**src/rtl/demux16_deser.sv**
```systemverilog
// Deserialiser at the receiving end of the bit-select path: rebuilds a parallel word from
// select-tagged single-bit beats and hands it off on a valid/ready port.
module demux16_deser #(
  parameter int   WIDTH      = 16,
  parameter int   SEL_W      = 4,
  parameter logic FILL_VALUE = 1'b0
) (
  input  logic             clk,
  input  logic             rst,
  input  logic             in_valid,
  output logic             in_ready,
  input  logic             in_bit,
  input  logic [SEL_W-1:0] sel,
  input  logic             flush,
  output logic             out_valid,
  input  logic             out_ready,
  output logic [WIDTH-1:0] out_word,
  output logic [WIDTH-1:0] out_mask,
  output logic             err
);

  typedef enum logic {COLLECT, HOLD} state_e;

  localparam logic [WIDTH-1:0] FILL_WORD = {WIDTH{FILL_VALUE}};
  localparam logic [SEL_W:0]   SEL_LIM   = (SEL_W + 1)'(WIDTH);

  state_e           state_q;
  logic [WIDTH-1:0] word_q, mask_q;
  logic [WIDTH-1:0] out_word_q, out_mask_q;
  logic             err_q;

  logic [WIDTH-1:0] word_d, mask_d;
  logic             err_d, beat, in_range, emit;

  assign in_ready  = (state_q == COLLECT) && !rst;
  assign out_valid = (state_q == HOLD);
  assign out_word  = out_word_q;
  assign out_mask  = out_mask_q;
  assign err       = err_q;

  assign beat     = in_valid && in_ready;
  assign in_range = ({1'b0, sel} < SEL_LIM);

  // Same-cycle beat merged into the assembly register; this is what gets emitted
  // when the beat completes the word or coincides with a flush.
  always_comb begin
    // NOTE: every always_comb output gets a default first so no path leaves it unassigned (no latch).
    word_d = word_q;
    mask_d = mask_q;
    err_d  = 1'b0;
    if (beat) begin
      if (in_range) begin
        err_d        = mask_q[sel];
        word_d[sel]  = in_bit;
        mask_d[sel]  = 1'b1;
      end else begin
        err_d = 1'b1;
      end
    end
    emit = (&mask_d) || (flush && ((mask_q != '0) || beat));
  end

  always_ff @(posedge clk) begin
    // NOTE: sequential state uses non-blocking assignments so all registers update from pre-edge values.
    if (rst) begin
      state_q    <= COLLECT;
      word_q     <= FILL_WORD;
      mask_q     <= '0;
      out_word_q <= FILL_WORD;
      out_mask_q <= '0;
      err_q      <= 1'b0;
    end else begin
      err_q <= err_d;
      unique case (state_q)
        COLLECT: begin
          word_q <= word_d;
          mask_q <= mask_d;
          if (emit) begin
            state_q    <= HOLD;
            out_word_q <= word_d;
            out_mask_q <= mask_d;
          end
        end
        HOLD: begin
          if (out_ready) begin
            state_q <= COLLECT;
            word_q  <= FILL_WORD;
            mask_q  <= '0;
          end
        end
        default: state_q <= COLLECT;
      endcase
    end
  end

endmodule

```
**config.mk**
```make
export PLATFORM = sky130hd
export DESIGN_NAME = demux16_deser
export DESIGN_NICKNAME = d
export VERILOG_FILES = /design/src/rtl/demux16_deser.sv
export SDC_FILE = /design/constraint.sdc
export NUM_CORES = 1
export LEC_CHECK = 0
export BUFFER_PORTS_ARGS = -buffer_cell sky130_fd_sc_hd__buf_2
export CAP_MARGIN = 20
export CORE_MARGIN = 10
export CORE_UTILIZATION = 59
export CTS_BUF_LIST = sky130_fd_sc_hd__clkbuf_4
export CTS_CLUSTER_SIZE = 25
export DETAILED_ROUTE_END_ITERATION = 7
export MAX_ROUTING_LAYER = met4
export PLACE_DENSITY = 0.89
export SETUP_SLACK_MARGIN = 0.02
export SYNTH_ARGS = -nofsm -noshare
export SYNTH_HDL_FRONTEND = slang
export SYNTH_SLANG_ARGS = --single-unit
```
**constraint.sdc**
```tcl
create_clock -name clk -period 3.95 [get_ports clk]
set_input_delay 1.185 -clock clk [delete_from_list [all_inputs] [get_ports clk]]
set_output_delay 1.185 -clock clk [all_outputs]
set_load 0.005 [all_outputs]
```
# After elaboration in Yosys (flattened, before gate mapping)
# Cells that the tools add are included.
[word_totals] ff_bits=66 output_inout_bits=35 wordCells=36
[op_classes] order_cmp=2 eq_ne=1 n_mux=13 n_bitwise=3 n_reduce_logical=11
[ops] op="$pmux 16 s2" count=2
[ops] op="$mux 16" count=3
[ops] op="$bwmux 16" count=1
[ops] op="$or 16x16->16" count=1
[ops] op="$reduce_and 16->1" count=1
[ops] op="$reduce_bool 16->1" count=1
[ops] op="$lt 4x5->1 const B" count=1
[ops] op="$bmux 1 s4" count=1
[ops] op="$demux 1 s4" count=1
[ops] op="$ge 4x1->1 const B" count=1
[ops] op="$logic_and 1x1->1" count=4
[ops] op="$mux 1" count=4
[ops] op="$logic_or 1x1->1" count=2
[ops] op="$ne 2x2->1 const B" count=1
[ops] op="$not 1->1" count=2
[ops] op="$pmux 1 s2" count=1
[ops] op="$reduce_and 2->1" count=1
[ops] op="$reduce_or 2->1" count=1
[ops] op="$logic_not 1->1" count=1

# Logic depth before layout (Yosys ltp)
# Gate-level depths: netlist of run 1.
[depth] depth_word=10 mapped_depth=11 depth_no_buf=7

# Worst setup path before layout of run 1
# OpenSTA, ideal clock, no wires.
[synth_path] kind="input to register" start="in rst" end="reg out_word_q[4] (netlist: out_word[4])" setup_time_ps=146 t_arrival_ps=3161 slack_ps=643 path_stages=9 path_cell_list="buf_2 > or2_1 > buf_6 > nor4_4 > a32oi_2 > nor4_4 > a21o_4 > clkbuf_8 > a211oi_2"
[synth_via] elab_chain_cells=7 word_cells_on_any_way=10 classes_between="mux: 2; reduce/logical: 8"
[synth_lines] item="from (decl)" line_no="9" rtl="input logic rst,"
[synth_lines] item="$logic_not 1->1" line_no="35" rtl="assign in_ready = (state_q == COLLECT) && !rst;"
[synth_lines] item="$logic_and 1x1->1" line_no="35"
[synth_lines] item="$logic_and 1x1->1" line_no="41" rtl="assign beat = in_valid && in_ready;"
[synth_lines] item="$mux 16 / $logic_or 1x1->1 (equally long branches)" line_no="51, 60"
[synth_lines] item="$reduce_and 16->1 / $logic_and 1x1->1 (equally long branches)" line_no="60" rtl="emit = (&mask_d) || (flush && ((mask_q != '0) || beat));"
[synth_lines] item="$logic_or 1x1->1" line_no="60"
[synth_lines] item="$reduce_and 2->1 (no source line)"
[synth_lines] item="to (signal assigned)" line_no="80" rtl="out_word_q <= word_d;"
[synth_lines] item="to (decl)" line_no="29" rtl="logic [WIDTH-1:0] out_word_q, out_mask_q;"
# Several ways; a longest one is shown, not always the timed one.
# A chain may end at the register's enable or synchronous reset.

# Worst setup path in the final report of run 1
[layout_path] start="in rst" end="out in_ready"
[layout_via] elab_chain_cells=2
[layout_lines] item="$logic_not 1->1" line_no="35"
[layout_lines] item="$logic_and 1x1->1" line_no="35"
[layout_lines] item="to (decl)" line_no="11" rtl="output logic in_ready,"
# No other way between the ends.

==> key figures, run 1 <==
Outcome
  • Status: finished clean

Yosys
  • Post-Synthesis Cells: ~350
  • Compound-gate portion of the synthesized area: between 30% and 40%
  • Largest family of logic cells by synthesized area: compound AO/OA/AOI/OAI gates
  • Synth Area in Simple Gates: between 10 and 15%
  • Leading area contributor after synthesis: dfxtp_1
  • Synth top cells by count: dfxtp_1, nor2_1, a211oi_1, o21ai_0
  • Post-synthesis cell area: between 3000 and 4000 sq um
  • Top cell type's share of synthesized area: between 30 and 40%
  • Post-synth EDFFs: 0
  • Post-synth ARST share: 0%
  • Synth Area in XOR/XNOR: 0%
  • Synth unique cells: 50
  • Synth Area per Inst: between 9 and 10 sq um
  • Synth Area in Adders: 0%
  • Sequential-to-total area share from yosys stat: around two fifths
  • Yosys reg bits: 66
  • Synth area leaders: dfxtp_1, a211oi_2, a211oi_1, mux2i_1, o21ai_0
  • Post-synthesis mux area share: ~8.6%
  • Top_reg_cell synth: dfxtp_1
  • Ys Warns: 0
  • Mapped Nets: approximately 360
  • Top-count cell post-synth: dfxtp_1

Drt
  • Total number of vias: approximately 3,000
  • Initial drt markers: between 200 and 250
  • Antenna viol nets, final: 0
  • First drt pass iteration count: 5
  • Vias per cell: between 6 and 7
  • WL final: about 9400 um
  • Post-route DRC: 0
  • Post-DR wirelength/cell: 20.5 um

CTS
  • Reg clk slew, reported paths: approximately 0.1 ns
  • TritonCTS Sinks: 66
  • CTS buffer count: 9
  • Post-CTS resize count: 0
  • Worst-skew pair later-pin latency: around 0.42 ns
  • Hold-fix buffers at CTS: 0
  • Postcts setup bufs: 0
  • Root Driver: clkbuf_4
  • H-tree depth: 3
  • Clock buffer depth: 2
  • CTS tree: yes

Floorplanning
  • Die H: approximately 95 um
  • Die W: approximately 95 um
  • Core Area: about 5500 sq um
  • Initial Util: approximately three fifths
  • Rows: 27
  • I/O pin cnt: 45
  • Die Area: 8990 sq um

Run
  • Max Cap Violations: 0

Setup path
  • Crit path DAT: approximately 2.1 ns
  • Crit-path max FO: 9
  • Worst Reg-to-Reg Cells: 7
  • WS Path Type: in2out
  • Required @ worst endpoint: about 2.8 ns
  • CP Capture Type: output pin
  • CP Launch Type: input pin

Placed design
  • Final Wtd Congestion: a little under 1
  • Port bufs: 44
  • DP HPWL: 6750 um

Timing
  • Least-Margin Pin Slew: between 0.7 and 0.8 ns
  • RSZ-0062 raised after global routing: no
  • Final period utilization: between 80% and 90%
  • Max-slew headroom: around half
  • Count of pins over their slew limit: 0
  • F_max: 0.302 GHz
  • Setup violators final: 0
  • Clk_skew: roughly 0.022 ns
  • Tmin final: 3.31 ns
  • Setup TNS Final: 0 ns
  • Final Hold Fails: 0

Global route
  • Initial antenna violation count: 0
  • Global Route Usage Sum: a little over a fifth
  • Vias in the first global route: 2,943
  • Largest net degree at the start of global routing: 33
  • Grt total ovfl: 0
  • First-pass GRT wire length: ~15,000 um

Finish
  • P&R area growth vs syn: 10.8%
  • Fillers: about 460
  • Multi-input logic area: approximately 1700 sq um
  • Diode count: 0
  • Share of cells above drive strength 1: a little over a quarter
  • Register area: about 1300 sq um
  • Fin nets: approximately 390

Hold path
  • Hold Crit Depth: 2
  • HP Class: reg2reg

Power and ir drop
  • Cell area power density: ~400 nW/um^2
  • Pwr Total: roughly 0.0015 W
  • LEAKAGE: between 1 and 1.5 nW
  • Peak VDD IR: 336 uV
==> routing by layer <==
| metal | up-vias | track usage, % | routed length [um] |
|---|---|---|---|
| li1 | 1389 | - | - |
| met1 | 1468 | 25.9 | 3990 |
| met2 | 122 | 34.6 | 4550 |
| met3 | 32 | 3.65 | 542 |
| met4 | 0 | 10.6 | 335 |
| met5 | - | - | 0 |
==> final timing paths <==
| path | startpoint | end | slack, ns |
|---|---|---|---|
| hold reg to reg | word_q[14]$_SDFFE_PP0P_ | word_q[14]$_SDFFE_PP0P_ | 0.48 |
| setup / recovery | rst | in_ready | 0.64 |
| hold / removal | word_q[14]$_SDFFE_PP0P_ | word_q[14]$_SDFFE_PP0P_ | 0.48 |
| setup reg to reg | out_valid$_SDFF_PP0_ | out_word[15]$_SDFFE_PP0P_ | 1.26 |
==> layout make-up <==
| type | count | share of cell area (%) |
|---|---|---|
| clock inverter | 7 | 2.49 |
| multi-input combinational | 239 | 47.7 |
| timing repair buffer | 55 | 8.27 |
| sequential | 66 | 36.1 |
| inverter | 11 | 1.13 |
| tap | 72 | 2.46 |
| clock buffer | 9 | 1.85 |
==> report_power, final <==
group          internal (W)  leakage, nW  switching (W)
Clock              0.000256       0.0877       0.000258
Sequential         0.000698        0.536      0.0000232
Combinational     0.0000888        0.713       0.000134
==> registers in the layout (all words and copies together), names as in the netlist <==
name and cells:
out_word 16, out_valid 1, mask_q 16, word_q 16, err 1, out_mask 16
==> cell families after synthesis <==
logic type	after synthesis
buf+inv	41
simple gates	88
compound gates	129
flops	66
mux	22
==> stage by stage <==
| step | instances | area, sq um | util, % | hold slack [ns] | worst slack, ns |
|---|---|---|---|---|---|
| after floorplan | 346 | 3300 | - | 0.423 | 0.643 |
| after global placement | 442 | 3490 | 63.9 | 0.434 | 0.455 |
| after CTS | 458 | 3650 | 66.8 | 0.474 | 0.679 |
| after global routing | 459 | 3660 | 66.9 | 0.508 | 0.635 |
| final | 459 | 3660 | 66.9 | 0.479 | 0.642 |
| after detailed placement | 442 | 3490 | 63.9 | 0.446 | 0.380 |
==> critical path, cell delays in order <==
cell   delay (ns)
buf_2        0.18
or2_1        0.31
inv_1        0.26
buf_2        0.18
==> cell usage in the layout (no fill, tap or decap), drive strengths merged, types with 9 or more instances in the layout <==
cell type / instances
a211oi: 47
a21oi: 18
a22o: 11
buf: 55
clkbuf: 9
dfxtp: 66
inv: 12
mux2i: 17
nand2: 20
nor2: 33
o21ai: 26
Power figures use the tool's default switching activity.
==> inputs of run 2 (changes only) <==
Clock period 3.95 ns to 3.2 ns, I/O delays scaled along.
==> key figures, run 2 (synthesized netlist as in run 1, its figures left out) <==
Outcome
  • Status: finished clean

CTS
  • Hold-fix buffers at CTS: 0 (unchanged)
  • Reg clk slew, reported paths: 0.13 ns (+0.03 ns)
  • TritonCTS Sinks: 66 (unchanged)
  • Postcts setup bufs: 0 (unchanged)
  • H-tree depth: 3 (unchanged)
  • Post-CTS resize count: 0 (unchanged)
  • Clock buffer depth: 2 (unchanged)
  • Root Driver: clkbuf_4
  • CTS tree: yes
  • Worst-skew pair later-pin latency: 0.42 ns (about the same)
  • CTS buffer count: 9 (unchanged)

Power and ir drop
  • LEAKAGE: 1.41 nW (+5.3%)
  • Cell area power density: 477 nW/um^2 (+20%)
  • Peak VDD IR: 355 uV (+5.6%)

Setup path
  • Worst Reg-to-Reg Cells: 7 (unchanged)
  • FF-to-FF Start: out_valid$_SDFF_PP0_
  • Required @ worst endpoint: 3.54 ns (+0.78 ns)
  • WS Path Type: in2reg
  • Crit path from: sel[3]
  • Crit-path max FO: 13 (+4)
  • Crit path DAT: 3.13 ns (+1.01 ns)
  • CP Capture Type: flip-flop
  • CP Launch Type: input pin
  • Slowest cell delay on critical path: 0.41 ns (+0.10 ns)
  • CP max-delay cell: a2111oi_0
  • Critical Path, Cell by Cell: buf_2 -> nor3_2 -> nand3_1 -> a2111oi_0 -> and3_1 -> buf_4 -> a211oi_1 -> a211oi_2

Floorplanning
  • I/O pin cnt: 45 (unchanged)
  • Die H: 94.8 um (unchanged)
  • Initial Util: 60.4% (unchanged)
  • Core Area: 5470 sq um (unchanged)
  • Rows: 27 (unchanged)
  • Die Area: 8990 sq um (unchanged)
  • Die W: 94.8 um (unchanged)

Finish
  • Diode count: 0 (unchanged)
  • Final instance area: 3800 sq um (+3.8%)
  • Fin nets: 407 (+3.8%)
  • P&R area growth vs syn: 15.0%
  • Commonest non-fill, non-tap cell in the layout: dfxtp_1
  • Most frequent cells in the layout: dfxtp_1, buf_2, nor2_1, a211oi_1, o21ai_0
  • Share of cells above drive strength 1: 29.6% (+2.7 points)

Timing
  • Final Hold Fails: 0 (unchanged)
  • RSZ-0062 raised after global routing: no
  • Final period utilization: around 87%
  • Clk_skew: 0.0160 ns (-0.00592 ns)
  • Setup violators final: 0 (unchanged)
  • Least-Margin Pin Slew: 0.619 ns (-0.124 ns)
  • F_max: ~0.36 GHz
  • Tmin final: about 2.8 ns
  • Count of pins over their slew limit: 0 (unchanged)
  • WHS: 0.466 ns (-0.0122 ns)
  • Max-slew headroom: 58.4% (+8.3 points)

Placed design
  • DP HPWL: 7100 um (+5.1%)
  • Port bufs: 44 (unchanged)
  • Placed instance area: 3640 sq um (+4.2%)
  • Final Wtd Congestion: 1.01 (+1.8%)

Drt
  • Antenna viol nets, final: 0 (unchanged)
  • First drt pass iteration count: 5 (unchanged)
  • Post-route DRC: 0 (unchanged)
  • Post-DR wirelength/cell: 20.0 um (-2.6%)
  • Total number of vias: 3,049 (+1.3%)
  • Vias per cell: 6.43 (-1.9%)
  • Initial drt markers: 267 (+25%)
  • WL final: 9480 um (+0.60%)

Global route
  • Vias in the first global route: 2,883 (-2.0%)
  • Global Route Usage Sum: 22.0% (+0.34 points)
  • Initial antenna violation count: 0 (unchanged)
  • Grt total ovfl: 0 (unchanged)
  • Largest net degree at the start of global routing: 38 (+15%)
  • First-pass GRT wire length: 15,200 um (+1.5%)

Hold path
  • HP Class: reg2reg
  • Hold_sp: word_q[15]$_SDFFE_PP0P_
  • Hold Crit Depth: 2 (unchanged)

Run
  • Max Cap Violations: 0 (unchanged)
## run 2: changes by cell type in the layout (fill, tap and decap cells not counted)
cell and delta:
buf_4 +13, buf_12 +2, clkinvlp_4 +2, clkinv_2 -1, clkinv_4 -1
## run 2: power breakdown
| group | internal [W] | switching, W |
|---|---|---|
| sequential | 0.000861 | 0.0000283 |
| clock | 0.000315 | 0.000319 |
| combinational | 0.000123 | 0.000166 |
| total | 0.00130 | 0.000513 |
## run 2: final cells by class
class	count	area, sq um
Inverter	11	41.3
Clock buffer	9	67.6
Timing Repair Buffer	70	440
Multi-Input combinational cell	239	1750
Fill cell	445	1670
Clock inverter	7	92.6
Tap cell	72	90.1
Sequential cell	66	1320
## run 2: metrics by stage
stage	total power [W]	setup slack [ns]	std cells	utilization [%]	TNS [ns]
floorplan	0.00110	0.118	346	-	0
global placement	0.00119	-0.0227	458	66.5	-0.0552
detailed placement	0.00119	0.0346	458	66.5	0
CTS	0.00181	0.470	474	69.4	0
global route	0.00187	0.180	474	69.4	0
finish	0.00181	0.411	474	69.4	0
## run 2: final timing paths
path / end / slack (ns)
max: out_mask[13]$_SDFFE_PP0P_ / 0.41
min: word_q[15]$_SDFFE_PP0P_ / 0.47
max reg2reg: out_mask[13]$_SDFFE_PP0P_ / 0.59
min reg2reg: word_q[15]$_SDFFE_PP0P_ / 0.47
## run 2: routing by layer
metal	vias up	part of all wire, %	GRT usage [%]
li1	1419	-	-
met1	1459	43	27.4
met2	136	47	34.1
met3	35	6.2	3.41
met4	0	3.4	10.5
met5	-	0	-
## run 2: worst max-delay path, delay by kind of cell
kind | cells | cell delay, ns
buffers and inverters | 2 | 0.40
AOI/OAI and AO/OA | 3 | 0.75
and+or+nand+nor | 3 | 1.01
